[config.mk]
export PLATFORM = sky130hd
export DESIGN_NAME = mem_arbiter
export DESIGN_NICKNAME = d
export VERILOG_FILES = /design/src/rtl/mem_arbiter_pkg.sv /design/src/rtl/mem_arb_pick.sv /design/src/rtl/mem_arbiter.sv
export SDC_FILE = /design/constraint.sdc
export NUM_CORES = 1
export LEC_CHECK = 0
export BUFFER_PORTS_ARGS = -buffer_cell sky130_fd_sc_hd__clkbuf_2
export CAP_MARGIN = 5
export CORE_MARGIN = 1
export CORE_UTILIZATION = 30
export CTS_BUF_LIST = sky130_fd_sc_hd__clkbuf_8 sky130_fd_sc_hd__clkbuf_16
export DETAILED_ROUTE_END_ITERATION = 16
export PLACE_DENSITY = 0.6
export SETUP_SLACK_MARGIN = 0.1
export SYNTH_ARGS = -nofsm -noshare
export SYNTH_HDL_FRONTEND = slang
export SYNTH_SLANG_ARGS = --single-unit
[constraint.sdc]
create_clock -name clk -period 3.7 [get_ports clk]
set_input_delay 0.37 -clock clk [delete_from_list [all_inputs] [get_ports clk]]
set_output_delay 0.37 -clock clk [all_outputs]
set_load 0.02 [all_outputs]
[src/rtl/mem_arbiter_pkg.sv]
// Shared definitions for the memory arbiter: requester ids and FSM states.
// Requester ids are also what the arbiter drives on gnt_id.
package mem_arbiter_pkg;

  localparam logic [1:0] ID_NONE = 2'd0;
  localparam logic [1:0] ID_IF   = 2'd1;
  localparam logic [1:0] ID_LS   = 2'd2;
  localparam logic [1:0] ID_EXT  = 2'd3;

  typedef enum logic [1:0] {
    S_IDLE  = 2'd0,
    S_ISSUE = 2'd1,
    S_WAIT  = 2'd2,
    S_DONE  = 2'd3
  } arb_state_t;

endpackage

[src/rtl/mem_arb_pick.sv]
// Combinational winner picker for the memory arbiter.
// Ports:
//   if_req, ls_req, ext_req : pending requests
//   streak_full             : LS has won MAX_STREAK times in a row while IF waited
//   win_id                  : winning requester id (ID_NONE when nobody asks)
module mem_arb_pick
  import mem_arbiter_pkg::*;
(
  input  logic       if_req,
  input  logic       ls_req,
  input  logic       ext_req,
  input  logic       streak_full,
  output logic [1:0] win_id
);

  // EXT > LS > IF, except a starved IF is promoted above LS (never above EXT)
  always_comb begin
    win_id = ID_NONE;
    if (ext_req) begin
      win_id = ID_EXT;
    end else if (if_req && streak_full) begin
      win_id = ID_IF;
    end else if (ls_req) begin
      win_id = ID_LS;
    end else if (if_req) begin
      win_id = ID_IF;
    end else begin
      win_id = ID_NONE;
    end
  end

endmodule

[src/rtl/mem_arbiter.sv]
// Single-port memory arbiter for instruction fetch (IF), CPU load/store (LS)
// and the external loader/debug port (EXT). One transaction in flight at a time;
// IDLE -> ISSUE -> WAIT -> DONE -> IDLE. Every output is a register.
// Ports:
//   clk, rst                 : clock, synchronous active-high reset
//   if_*/ls_*/ext_*          : requester handshakes (req held until one-cycle ack)
//   rd_data, err             : result of the last completed transaction
//   busy, gnt_id             : arbiter activity and current owner
//   mem_addr/din/rd/wr       : memory command (strobes are one-cycle pulses)
//   mem_dout, mem_valid      : memory response
module mem_arbiter
  import mem_arbiter_pkg::*;
#(
  parameter int DWIDTH     = 16,
  parameter int AWIDTH     = 12,
  parameter int MAX_STREAK = 4,
  parameter int TIMEOUT    = 64
) (
  input  logic              clk,
  input  logic              rst,
  input  logic              if_req,
  input  logic [AWIDTH-1:0] if_addr,
  output logic              if_ack,
  input  logic              ls_req,
  input  logic              ls_we,
  input  logic [AWIDTH-1:0] ls_addr,
  input  logic [DWIDTH-1:0] ls_wdata,
  output logic              ls_ack,
  input  logic              ext_req,
  input  logic              ext_we,
  input  logic [AWIDTH-1:0] ext_addr,
  input  logic [DWIDTH-1:0] ext_wdata,
  output logic              ext_ack,
  output logic [DWIDTH-1:0] rd_data,
  output logic              err,
  output logic              busy,
  output logic [1:0]        gnt_id,
  output logic [AWIDTH-1:0] mem_addr,
  output logic [DWIDTH-1:0] mem_din,
  output logic              mem_rd,
  output logic              mem_wr,
  input  logic [DWIDTH-1:0] mem_dout,
  input  logic              mem_valid
);

  localparam int STREAK_W = $clog2(MAX_STREAK + 1);
  localparam int TMO_W    = $clog2(TIMEOUT);
  localparam logic [STREAK_W-1:0] STREAK_MAX = STREAK_W'(MAX_STREAK);
  localparam logic [TMO_W-1:0]    TMO_LAST   = TMO_W'(TIMEOUT - 1);

  arb_state_t          state_r, state_s;
  logic [1:0]          gnt_r, gnt_s;
  logic                we_r, we_s;
  logic [AWIDTH-1:0]   addr_r, addr_s;
  logic [DWIDTH-1:0]   din_r, din_s;
  logic                mem_rd_r, mem_rd_s, mem_wr_r, mem_wr_s;
  logic                if_ack_r, if_ack_s, ls_ack_r, ls_ack_s, ext_ack_r, ext_ack_s;
  logic [DWIDTH-1:0]   rd_data_r, rd_data_s;
  logic                err_r, err_s;
  logic                busy_r, busy_s;
  logic [STREAK_W-1:0] streak_r, streak_s;
  logic [TMO_W-1:0]    tmo_r, tmo_s;
  logic [1:0]          pick_s;

  mem_arb_pick u_pick (
    .if_req      (if_req),
    .ls_req      (ls_req),
    .ext_req     (ext_req),
    .streak_full (streak_r == STREAK_MAX),
    .win_id      (pick_s)
  );

  // Next-state and next-output logic; registers hold unless a state says otherwise
  always_comb begin
    state_s   = state_r;
    gnt_s     = gnt_r;
    we_s      = we_r;
    addr_s    = addr_r;
    din_s     = din_r;
    mem_rd_s  = 1'b0;
    mem_wr_s  = 1'b0;
    if_ack_s  = 1'b0;
    ls_ack_s  = 1'b0;
    ext_ack_s = 1'b0;
    rd_data_s = rd_data_r;
    err_s     = err_r;
    busy_s    = busy_r;
    streak_s  = streak_r;
    tmo_s     = tmo_r;
    case (state_r)
      S_IDLE: begin
        if (pick_s != ID_NONE) begin
          case (pick_s)
            ID_EXT: begin
              we_s   = ext_we;
              addr_s = ext_addr;
              din_s  = ext_wdata;
            end
            ID_LS: begin
              we_s   = ls_we;
              addr_s = ls_addr;
              din_s  = ls_wdata;
            end
            default: begin
              we_s   = 1'b0;
              addr_s = if_addr;
              din_s  = '0;
            end
          endcase
          state_s  = S_ISSUE;
          gnt_s    = pick_s;
          busy_s   = 1'b1;
          tmo_s    = '0;
          // Strobe registered now so it is high for exactly the ISSUE cycle
          mem_rd_s = !we_s;
          mem_wr_s = we_s;
        end else begin
          state_s = S_IDLE;
        end
        // Streak only measures LS wins that kept a waiting IF out
        if (pick_s == ID_IF) begin
          streak_s = '0;
        end else if (!if_req) begin
          streak_s = '0;
        end else if ((pick_s == ID_LS) && (streak_r != STREAK_MAX)) begin
          streak_s = streak_r + STREAK_W'(1);
        end else begin
          streak_s = streak_r;
        end
      end
      S_ISSUE: begin
        state_s = S_WAIT;
      end
      S_WAIT: begin
        if (mem_valid || (tmo_r == TMO_LAST)) begin
          state_s   = S_DONE;
          if_ack_s  = (gnt_r == ID_IF);
          ls_ack_s  = (gnt_r == ID_LS);
          ext_ack_s = (gnt_r == ID_EXT);
          if (mem_valid) begin
            rd_data_s = we_r ? '0 : mem_dout;
            err_s     = 1'b0;
          end else begin
            rd_data_s = '0;
            err_s     = 1'b1;
          end
        end else begin
          tmo_s = tmo_r + TMO_W'(1);
        end
      end
      S_DONE: begin
        state_s = S_IDLE;
        gnt_s   = ID_NONE;
        busy_s  = 1'b0;
      end
      default: begin
        state_s = S_IDLE;
        gnt_s   = ID_NONE;
        busy_s  = 1'b0;
      end
    endcase
  end

  // State, latched request and output registers
  always_ff @(posedge clk) begin
    if (rst) begin
      state_r   <= S_IDLE;
      gnt_r     <= ID_NONE;
      we_r      <= 1'b0;
      addr_r    <= '0;
      din_r     <= '0;
      mem_rd_r  <= 1'b0;
      mem_wr_r  <= 1'b0;
      if_ack_r  <= 1'b0;
      ls_ack_r  <= 1'b0;
      ext_ack_r <= 1'b0;
      rd_data_r <= '0;
      err_r     <= 1'b0;
      busy_r    <= 1'b0;
      streak_r  <= '0;
      tmo_r     <= '0;
    end else begin
      state_r   <= state_s;
      gnt_r     <= gnt_s;
      we_r      <= we_s;
      addr_r    <= addr_s;
      din_r     <= din_s;
      mem_rd_r  <= mem_rd_s;
      mem_wr_r  <= mem_wr_s;
      if_ack_r  <= if_ack_s;
      ls_ack_r  <= ls_ack_s;
      ext_ack_r <= ext_ack_s;
      rd_data_r <= rd_data_s;
      err_r     <= err_s;
      busy_r    <= busy_s;
      streak_r  <= streak_s;
      tmo_r     <= tmo_s;
    end
  end

  assign if_ack   = if_ack_r;
  assign ls_ack   = ls_ack_r;
  assign ext_ack  = ext_ack_r;
  assign rd_data  = rd_data_r;
  assign err      = err_r;
  assign busy     = busy_r;
  assign gnt_id   = gnt_r;
  assign mem_addr = addr_r;
  assign mem_din  = din_r;
  assign mem_rd   = mem_rd_r;
  assign mem_wr   = mem_wr_r;

endmodule

Yosys cells after proc, flatten, opt, wreduce, memory -nomap -nowiden

Index checks and enable logic that the tools add are counted.

Flip-flop bits (word level): 65
Latch bits: 0
RAM bits: 0
Memory bits (read-only): 0
Input bits: 92
Output and inout bits: 53
Logic and storage cells: 77
Memories kept: 0

$add $sub $neg: 2
Multiply operators: 0
Div/mod/pow operators: 0
$lt $le $gt $ge: 0
Equal/unequal tests: 16
Shift-type cells: 0
Multiplexer cells: 25
Bitwise operators: 4
Reductions and logical operators: 15

Operators by type and width:

| operator            | number |
|---|---|
| $mux 16             | 2 |
| $pmux 16 s2         | 1 |
| $pmux 12 s2         | 1 |
| $eq 2x2->1 const B  | 6 |
| $mux 6              | 2 |
| $pmux 6 s2          | 1 |
| $mux 2              | 5 |
| $mux 3              | 3 |
| $pmux 2 s4          | 1 |
| $reduce_and 2->1    | 4 |
| $add 6x1->6 const B | 1 |
| $eq 2x1->1 const B  | 3 |
| $eq 6x6->1 const B  | 1 |
| $mux 1              | 6 |
| $ne 2x2->1 const B  | 3 |
| $reduce_bool 2->1   | 3 |
| $reduce_or 3->1     | 2 |
| $not 1->1           | 4 |
| $pmux 1 s2          | 2 |
| $pmux 2 s2          | 1 |
| $add 3x1->3 const B | 1 |
| $eq 3x3->1 const B  | 1 |
| $ne 3x1->1 const B  | 1 |
| $ne 3x3->1 const B  | 1 |
| 5 further kinds     | 6 |

Depth between registers and ports, before layout

Gate-level depths: netlist (run 1).

Depth in word-level cells: 9
Depth in mapped cells: 8
Mapped depth without buffers: 6

By module

A second synthesis (run 1) with hierarchy kept.

Cell total of the unflattened synthesis: 332
Area total of the unflattened synthesis: 2916.5 µm²

By module, submodules not included:

| module       | instances | cells each | area each (µm²) | sequential area each (µm²) |
|---|---|---|---|---|
| mem_arbiter  | 1         | 328        | 2891.5          | 1301.2 |
| mem_arb_pick | 1         | 4          | 25.0            | 0.0 |

Worst setup path before layout (run 1)

OpenSTA, ideal clock, no wires.

Path kind: register to register
From: register state_r[0]
To: register tmo_r[3]
Setup time: 0.128 ns
Arrival time: 1.511 ns
Required time: 3.572 ns
Slack: 2.060 ns
Stages on the path, launching flop included: 8
Period minus slack after synthesis: 1.640 ns
Path through: dfxtp_1 inv_1 ha_1 buf_2 inv_1 a211o_1 a221oi_1 o22ai_1

Cells in the longest elaborated chain, start to end: 3

Ends and longest elaborated chain:

| element                                                          | RTL line           | source |
|---|---|---|
| start, declared                                                  | mem_arbiter.sv:51  | `arb_state_t state_r, state_s;` |
| start signal, assigned                                           | mem_arbiter.sv:183 | `state_r <= state_s;` |
| $eq 2x2->1 or $logic_not 2->1 (tied branches)                    | mem_arbiter.sv:90  | `case (state_r)` |
| $ne 2x2->1 (no source line) or $reduce_bool 2->1 (tied branches) | n/a                |  |
| $reduce_and 3->1 (no source line)                                | n/a                |  |
| end signal, assigned                                             | mem_arbiter.sv:197 | `tmo_r <= tmo_s;` |
| end, declared                                                    | mem_arbiter.sv:62  | `logic [TMO_W-1:0] tmo_r, tmo_s;` |

Parallel ways exist; a longest one is shown, timed or not.
A chain may end at the register's enable or synchronous reset.

Final worst setup path (run 1)

From: register state_r[0]
To: register rd_data_r[2] (netlist: rd_data[2])

Cells in the longest elaborated chain, start to end: 2

Ends and longest elaborated chain:

| element                           | RTL line           | source |
|---|---|---|
| $eq 2x2->1                        | mem_arbiter.sv:90  |  |
| $reduce_and 2->1 (no source line) | n/a                |  |
| end signal, assigned              | mem_arbiter.sv:193 | `rd_data_r <= rd_data_s;` |
| end, declared                     | mem_arbiter.sv:58  | `logic [DWIDTH-1:0] rd_data_r, rd_data_s;` |

No other way between the ends.

==> results.toml, run 1 <==
[clocking]
htreeDepth = 3
cts_tree = "yes"
numCtsBuffers = 9
root_buffer = "clkbuf_8"
clk_path_buf_depth = 2
clock_latency_ns = 0.33
cts_setup_buffers = 0
cts_hold_buffers = 0
cts_resized = 0
path_clk_slew_ns = 0.07
cts_sinks = 65

[global_routing]
grt_pass1_wl_mm = 12.58
gr-usage-all-layers_pct = 15.58
antenna_found_initial = 0
gr-total-overflow = 0
grt_max_degree = 34
grt_pass1_vias = 2659

[timing]
period_needed_ns = 2.272
fmax_mhz = 440.1
final_max_slew_viol_count = 0
slew_headroom_pct = 35.15
finalSetupTns_ns = 0
final-setup-viol-count = 0
rsz0062_at_grt = "no"
tightest_slew_ns = 0.9669
hold_viol = 0
fin_worst_skew_ns = 0.009044
fin_crit_sh_pct = 61.41

[flow_run]
maxCapViolCount = 0

[power_and_ir_drop]
p_switching_uw = 873.7
p_per_area_nw_per_um2 = 575.7
p_int_mw = 1.379
irDropWorstVdd_mv = 0.2599
comb_power_share_pct = 36.1
swShare_pct = 38.79
power.leakage_nw = 1.770
power.share.clock_pct = 23.2
p_seq_share_pct = 40.7

[logic_synthesis]
synthMuxAreaShare_pct = 4.052
ys_seq_elements = 65
synth_largest_area_cell = "dfxtp_1"
syn_nets = 411
seq_area_frac_synth_pct = 43.90
yosysTopAreaCellShare_pct = 43.90
synth_warnings = 0
synth_top_family_by_area = "compound AO/OA/AOI/OAI gates"
synth_edf_count = 0
synth_ff_type = "dfxtp_1"
synth-async-reset-ratio_pct = 0
synth-simple-area-share_pct = 18.11
synth_area_leaders = "dfxtp_1, o21ai_0, a22o_1"
syn_inst = 312
synth-xor-area-share_pct = 0.2955
synthAdderAreaFrac_pct = 2.955
synth-compound-area-share_pct = 25.75
synth_area_um2 = 2964
postSynthAreaPerCell_um2 = 9.500
synth_cell_types = 55

[floorplan]
chipWidth_um = 101.4
num_rows = 35
dieHeight_um = 101.4
core-area_um2 = 9415
ios = 145
start_util_pct = 31.48
die-area_um2 = 10280

[layout]
seqCellArea_um2 = 1301
antennaDiodeCount = 0
nets = 547
fin_util_pct = 41.55
drive_gt1_share_pct = 39.51
nFillCells = 991
syn_to_final_growth_pct = 32.00
multi_input_area_um2 = 1521

[routing]
routedWlPerCell_um = 13.39
antenna_left = 0
route.detailed.drc = 0
drt_iter0_drc = 104
viasPerCell = 4.823
vias = 2807
drt-total-wl_mm = 7.793
drt_pass1_iterations = 4

[outcome]
outcome = "finished clean"

[critical_path]
crit_slowest_cell = "nor3b_2"
cp-end-kind = "flop"
arrival_ns = 2.54
cpPeakStageDelay_ns = 0.83
required_ns = 3.97
start_kind = "flop"
path_max_fanout = 16
path_class = "reg2reg"
path_cells = "inv_1 > ha_1 > nand2b_1 > nor3b_2 > a22o_1"

[placement]
place.gp.congestion = 0.7997
hpwl_mm = 5.807
io_buffer_count = 144

[min_path]
min_path_type = "in2reg"
## state kept, by name, summed over array words and instances, names as in the netlist, 2 cells and up
| register | flops |
|---|---|
| tmo_r | 6 |
| gnt_id | 2 |
| mem_din | 16 |
| rd_data | 16 |
| mem_addr | 12 |
| state_r | 2 |
| streak_r | 3 |
## cells by family after synthesis
| kind of cell | count (synthesis) |
|---|---|
| muxes | 12 |
| adders and majority gates | 7 |
| DFF | 65 |
| xor gates and xnor gates | 1 |
| and+or+nand+nor | 90 |
| AOI/OAI and AO/OA | 109 |
| buffers and inverters | 28 |
## metrics by stage
stage	area (µm²)	std cells	power, mW	hold WS, ns	worst slack, ns
2_1_floorplan	2964	312	1.493	0.4462	2.060
3_3_place_gp	3742	566	1.733	0.4383	1.346
3_5_place_dp	3742	566	1.756	0.4433	1.297
4_1_cts	3913	582	2.291	0.2278	1.395
5_1_grt	3913	582	2.421	0.2240	1.133
6_report	3913	582	2.252	0.2467	1.428
## worst max-delay path: cells and delay by family, from the launching register on
family          cells  cell delay (ns)
simple gates        2             1.08
fa+ha+maj           1             0.45
flops               1             0.33
compound gates      1             0.24
buf+inv             1             0.11
## area by class of cell
class / count / area share, %
Inverter: 8 / 0.7675
Timing Repair Buffer: 145 / 18.61
Multi-Input combinational cell: 219 / 38.89
Clock buffer: 9 / 3.166
Clock inverter: 7 / 1.183
Sequential cell: 65 / 33.26
Tap cell: 129 / 4.125
## per-layer routing
| layer | part of all wire [%] | GRT usage [%] |
|---|---|---|
| met5 | 0 | 0 |
| met1 | 46 | 19.58 |
| met4 | 0.80 | 4.682 |
| met3 | 6.5 | 4.417 |
| met2 | 46 | 25.90 |
## cells in the mapped netlist (2+ instances only)
master and n:
inv_1 7, nand2_1 23, buf_4 3, o21ai_0 40
a211oi_1 3, nand4_1 2, dfxtp_1 65, buf_2 6
clkbuf_1 7, nand3b_1 11, nor2_1 10, ha_1 7
nor2b_1 2, a221oi_1 4, buf_6 3, a22oi_1 17
o31ai_1 5, nand2b_1 7, a22o_1 16, nor4b_1 2
a21oi_1 6, a21boi_0 2, a211oi_2 2, o22ai_1 3
mux2i_1 12, nand3_1 18
## power groups by stage
stage          clock network [mW]  registers (mW)  logic (mW)
2_1_floorplan                   0            1.04       0.449
3_3_place_gp                    0           0.931       0.802
3_5_place_dp                    0           0.930       0.825
4_1_cts                     0.549           0.916       0.826
5_1_grt                     0.581           0.930       0.911
6_report                    0.523           0.917       0.813
## final timing paths
path,from,end,slack (ns),cells past startpoint
setup / recovery,state_r[0]$_SDFFE_PP0P_,rd_data[2]$_SDFFE_PP0P_,1.43,5
hold / removal,mem_dout[10],rd_data[10]$_SDFFE_PP0P_,0.25,2
setup reg to reg,state_r[0]$_SDFFE_PP0P_,rd_data[2]$_SDFFE_PP0P_,1.43,5
hold reg to reg,mem_din[1]$_SDFFE_PP0P_,mem_din[1]$_SDFFE_PP0P_,0.45,2
## layout by cell type, fill, tap and decap left out, types with 3 or more instances in the layout
| cell type | synthesis | layout |
|---|---|---|
| ha_1 | 7 | 7 |
| o31ai_1 | 5 | 4 |
| clkinv_2 | 0 | 4 |
| inv_1 | 7 | 7 |
| nand3_1 | 18 | 18 |
| a221oi_1 | 4 | 4 |
| nor2_1 | 10 | 10 |
| clkbuf_2 | 0 | 144 |
| dfxtp_1 | 65 | 65 |
| o22ai_1 | 3 | 3 |
| a22o_1 | 16 | 16 |
| a211oi_1 | 3 | 3 |
| o21ai_0 | 40 | 40 |
| mux2i_1 | 12 | 12 |
| nand2b_1 | 7 | 7 |
| nand3b_1 | 11 | 11 |
| a21oi_1 | 6 | 6 |
| nand2_1 | 23 | 23 |
| clkbuf_8 | 0 | 9 |
| a22oi_1 | 17 | 17 |
(Power assumes the default switching activity.)
==> inputs of run 2 (changes only) <==
- ABC_AREA: not set -> 1
- PLACE_DENSITY: 0.6 -> 0.59
- clock period: 3.7 -> 2.32 ns (I/O delays scaled with it)
==> run 2 against run 1 <==
- flip-flop and latch count stayed put
- setup slack worse by 0.81 ns
- global-route usage is 0.59 points higher
- clock skew is 0.0033 ns higher
- wire length is 12% higher
- sequential share of layout area is 2.5 points lower
- core utilization is 0.61 points lower
- sequential power is 62% higher
- die area is 7.9% higher
- critical endpoint is now mem_din[1]$_SDFFE_PP0P_
==> results.toml, run 2 <==
[critical_path]
crit_buf_inv = 3
cp-end-kind = "flop"
start_kind = "flop"
path_class = "reg2reg"
arrival_ns = 1.96
path_max_fanout = 31
crit_slowest_cell = "inv_2"
cpPeakStageDelay_ns = 0.43
path_cells = "inv_1 > ha_1 > nand2_2 > inv_2 > buf_4 > nand2_1 > a21oi_1"
required_ns = 2.58
path_delay_family = "buffers and inverters"

[clocking]
cts_setup_buffers = 0
numCtsBuffers = 9
cts_resized = 0
path_clk_slew_ns = 0.08
cts_sinks = 65
htreeDepth = 3
cts_tree = "yes"
clk_path_buf_depth = 2
clock_latency_ns = 0.34
cts_hold_buffers = 0
root_buffer = "clkbuf_8"

[timing]
setup_ws_ns = 0.6219
final-setup-viol-count = 0
fmax_mhz = 588.9
period_needed_ns = 1.698
finalSetupTns_ns = 0
fin_worst_skew_ns = 0.01234
rsz0062_at_grt = "no"
final_max_slew_viol_count = 0
hold_viol = 0
tightest_slew_ns = 0.7364
fin_crit_sh_pct = 73.19
slew_headroom_pct = 50.60

[routing]
vias = 3331
drt_pass1_iterations = 4
antenna_left = 0
route.detailed.drc = 0
drt_iter0_drc = 165
drt-total-wl_mm = 8.693
routedWlPerCell_um = 11.65
viasPerCell = 4.465

[placement]
hpwl_mm = 6.419
pre_cts_slack_ns = 0.6323
place.gp.congestion = 0.7970
io_buffer_count = 144

[global_routing]
grt_pass1_wl_mm = 14.46
gr-total-overflow = 0
grt_pass1_vias = 3180
gr-usage-all-layers_pct = 16.17
antenna_found_initial = 0
grt_max_degree = 39

[floorplan]
core-area_um2 = 10320
chipWidth_um = 105.3
die-area_um2 = 11090
start_util_pct = 31.03
ios = 145
dieHeight_um = 105.3
num_rows = 37

[power_and_ir_drop]
p_per_area_nw_per_um2 = 1022
power.leakage_nw = 2.254
irDropWorstVdd_mv = 0.3973
finalPower_mw = 4.318

[logic_synthesis]
syn_nets = 566
ys_seq_elements = 65
synth_area_um2 = 3203
postSynthAreaPerCell_um2 = 6.859
synth_area_leaders = "dfxtp_1, nand2_1, nand3_1"
synth_largest_area_cell = "dfxtp_1"
synth_edf_count = 0
synth_cell_types = 28
yosysMostFrequentCell = "nand2_1"
yosysTopAreaCellShare_pct = 40.63
seq_area_frac_synth_pct = 40.63
synth_ff_type = "dfxtp_1"
synth_common_cells = "nand2_1, dfxtp_1, nand3_1, nor2_1, inv_1"
synth-async-reset-ratio_pct = 0
syn_inst = 467
synth_warnings = 0

[layout]
antennaDiodeCount = 0
syn_to_final_growth_pct = 31.95
final_cell_mix = "nand2_1, clkbuf_2, dfxtp_1"
drive_gt1_share_pct = 30.66
layout_commonest_cell = "nand2_1"
nets = 704

[flow_run]
maxCapViolCount = 0

[min_path]
min_path_type = "in2reg"

[outcome]
outcome = "finished clean"
run 2: changes by cell type after synthesis, moves of 5 or more:
cell,delta
nand2_1,+146
nor2_1,+36
o21ai_0,-34
inv_1,+32
nand3_1,+31
a21oi_1,+19
a22oi_1,-17
a22o_1,-16
mux2i_1,-12
nand3b_1,-11
nand4_1,+10
nand2b_1,-7
nand2_2,+6
o31ai_1,-5
run 2: where the power goes:
group | switching (mW) | leakage [nW] | internal, mW
clock | 0.435 | 0.126 | 0.738
combinational | 1.10 | 1.60 | 0.554
sequential | 0.143 | 0.532 | 1.34
total | 1.68 | 2.25 | 2.64
run 2: metal layers:
metal / global-route usage (%) / vias to the layer above / wire [µm]
li1: - / 1746 / -
met1: 19.86 / 1510 / 3980
met2: 27.68 / 67 / 4219
met3: 3.772 / 8 / 376
met4: 5.433 / 0 / 116
met5: 0 / - / 0
run 2: area by class of cell:
cell class	instances	area (µm²)
Clock buffer	10	137.6
Inverter	43	161.4
Clock inverter	6	105.1
Tap cell	136	170.2
Fill cell	1092	6097
Timing Repair Buffer	152	780.7
Multi-Input combinational cell	334	1570
Sequential cell	65	1301
run 2: metrics by stage:
step	utilization (%)	cell area, µm²	hold slack (ns)	std cells
2_1_floorplan	-	3203	0.3633	467
3_3_place_gp	38.59	3984	0.4525	730
3_5_place_dp	38.59	3984	0.4548	730
4_1_cts	40.94	4227	0.09905	746
5_1_grt	40.94	4227	0.09236	746
6_report	40.94	4227	0.1064	746
run 2: final timing paths:
| kind | startpoint | end | slack (ns) | cells past startpoint |
|---|---|---|---|---|
| max | state_r[0]$_SDFFE_PP0P_ | mem_din[1]$_SDFFE_PP0P_ | 0.62 | 7 |
| min | mem_dout[5] | rd_data[5]$_SDFFE_PP0P_ | 0.11 | 3 |
| max reg2reg | state_r[0]$_SDFFE_PP0P_ | mem_din[1]$_SDFFE_PP0P_ | 0.62 | 7 |
| min reg2reg | mem_din[13]$_SDFFE_PP0P_ | mem_din[13]$_SDFFE_PP0P_ | 0.46 | 2 |
run 2: kinds of logic after synthesis:
family	share of synthesized area, %
simple gates	39.88
compound gates	6.133
fa+ha+maj	2.734
flops	40.63
buf+inv	10.35
xor+xnor	0.2735
run 2: worst reg2reg max path: stages, from the launching register on:
cell,delay [ns]
dfxtp_1,0.33
inv_1,0.10
ha_1,0.22
nand2_2,0.12
inv_2,0.43
buf_4,0.24
nand2_1,0.06
a21oi_1,0.12
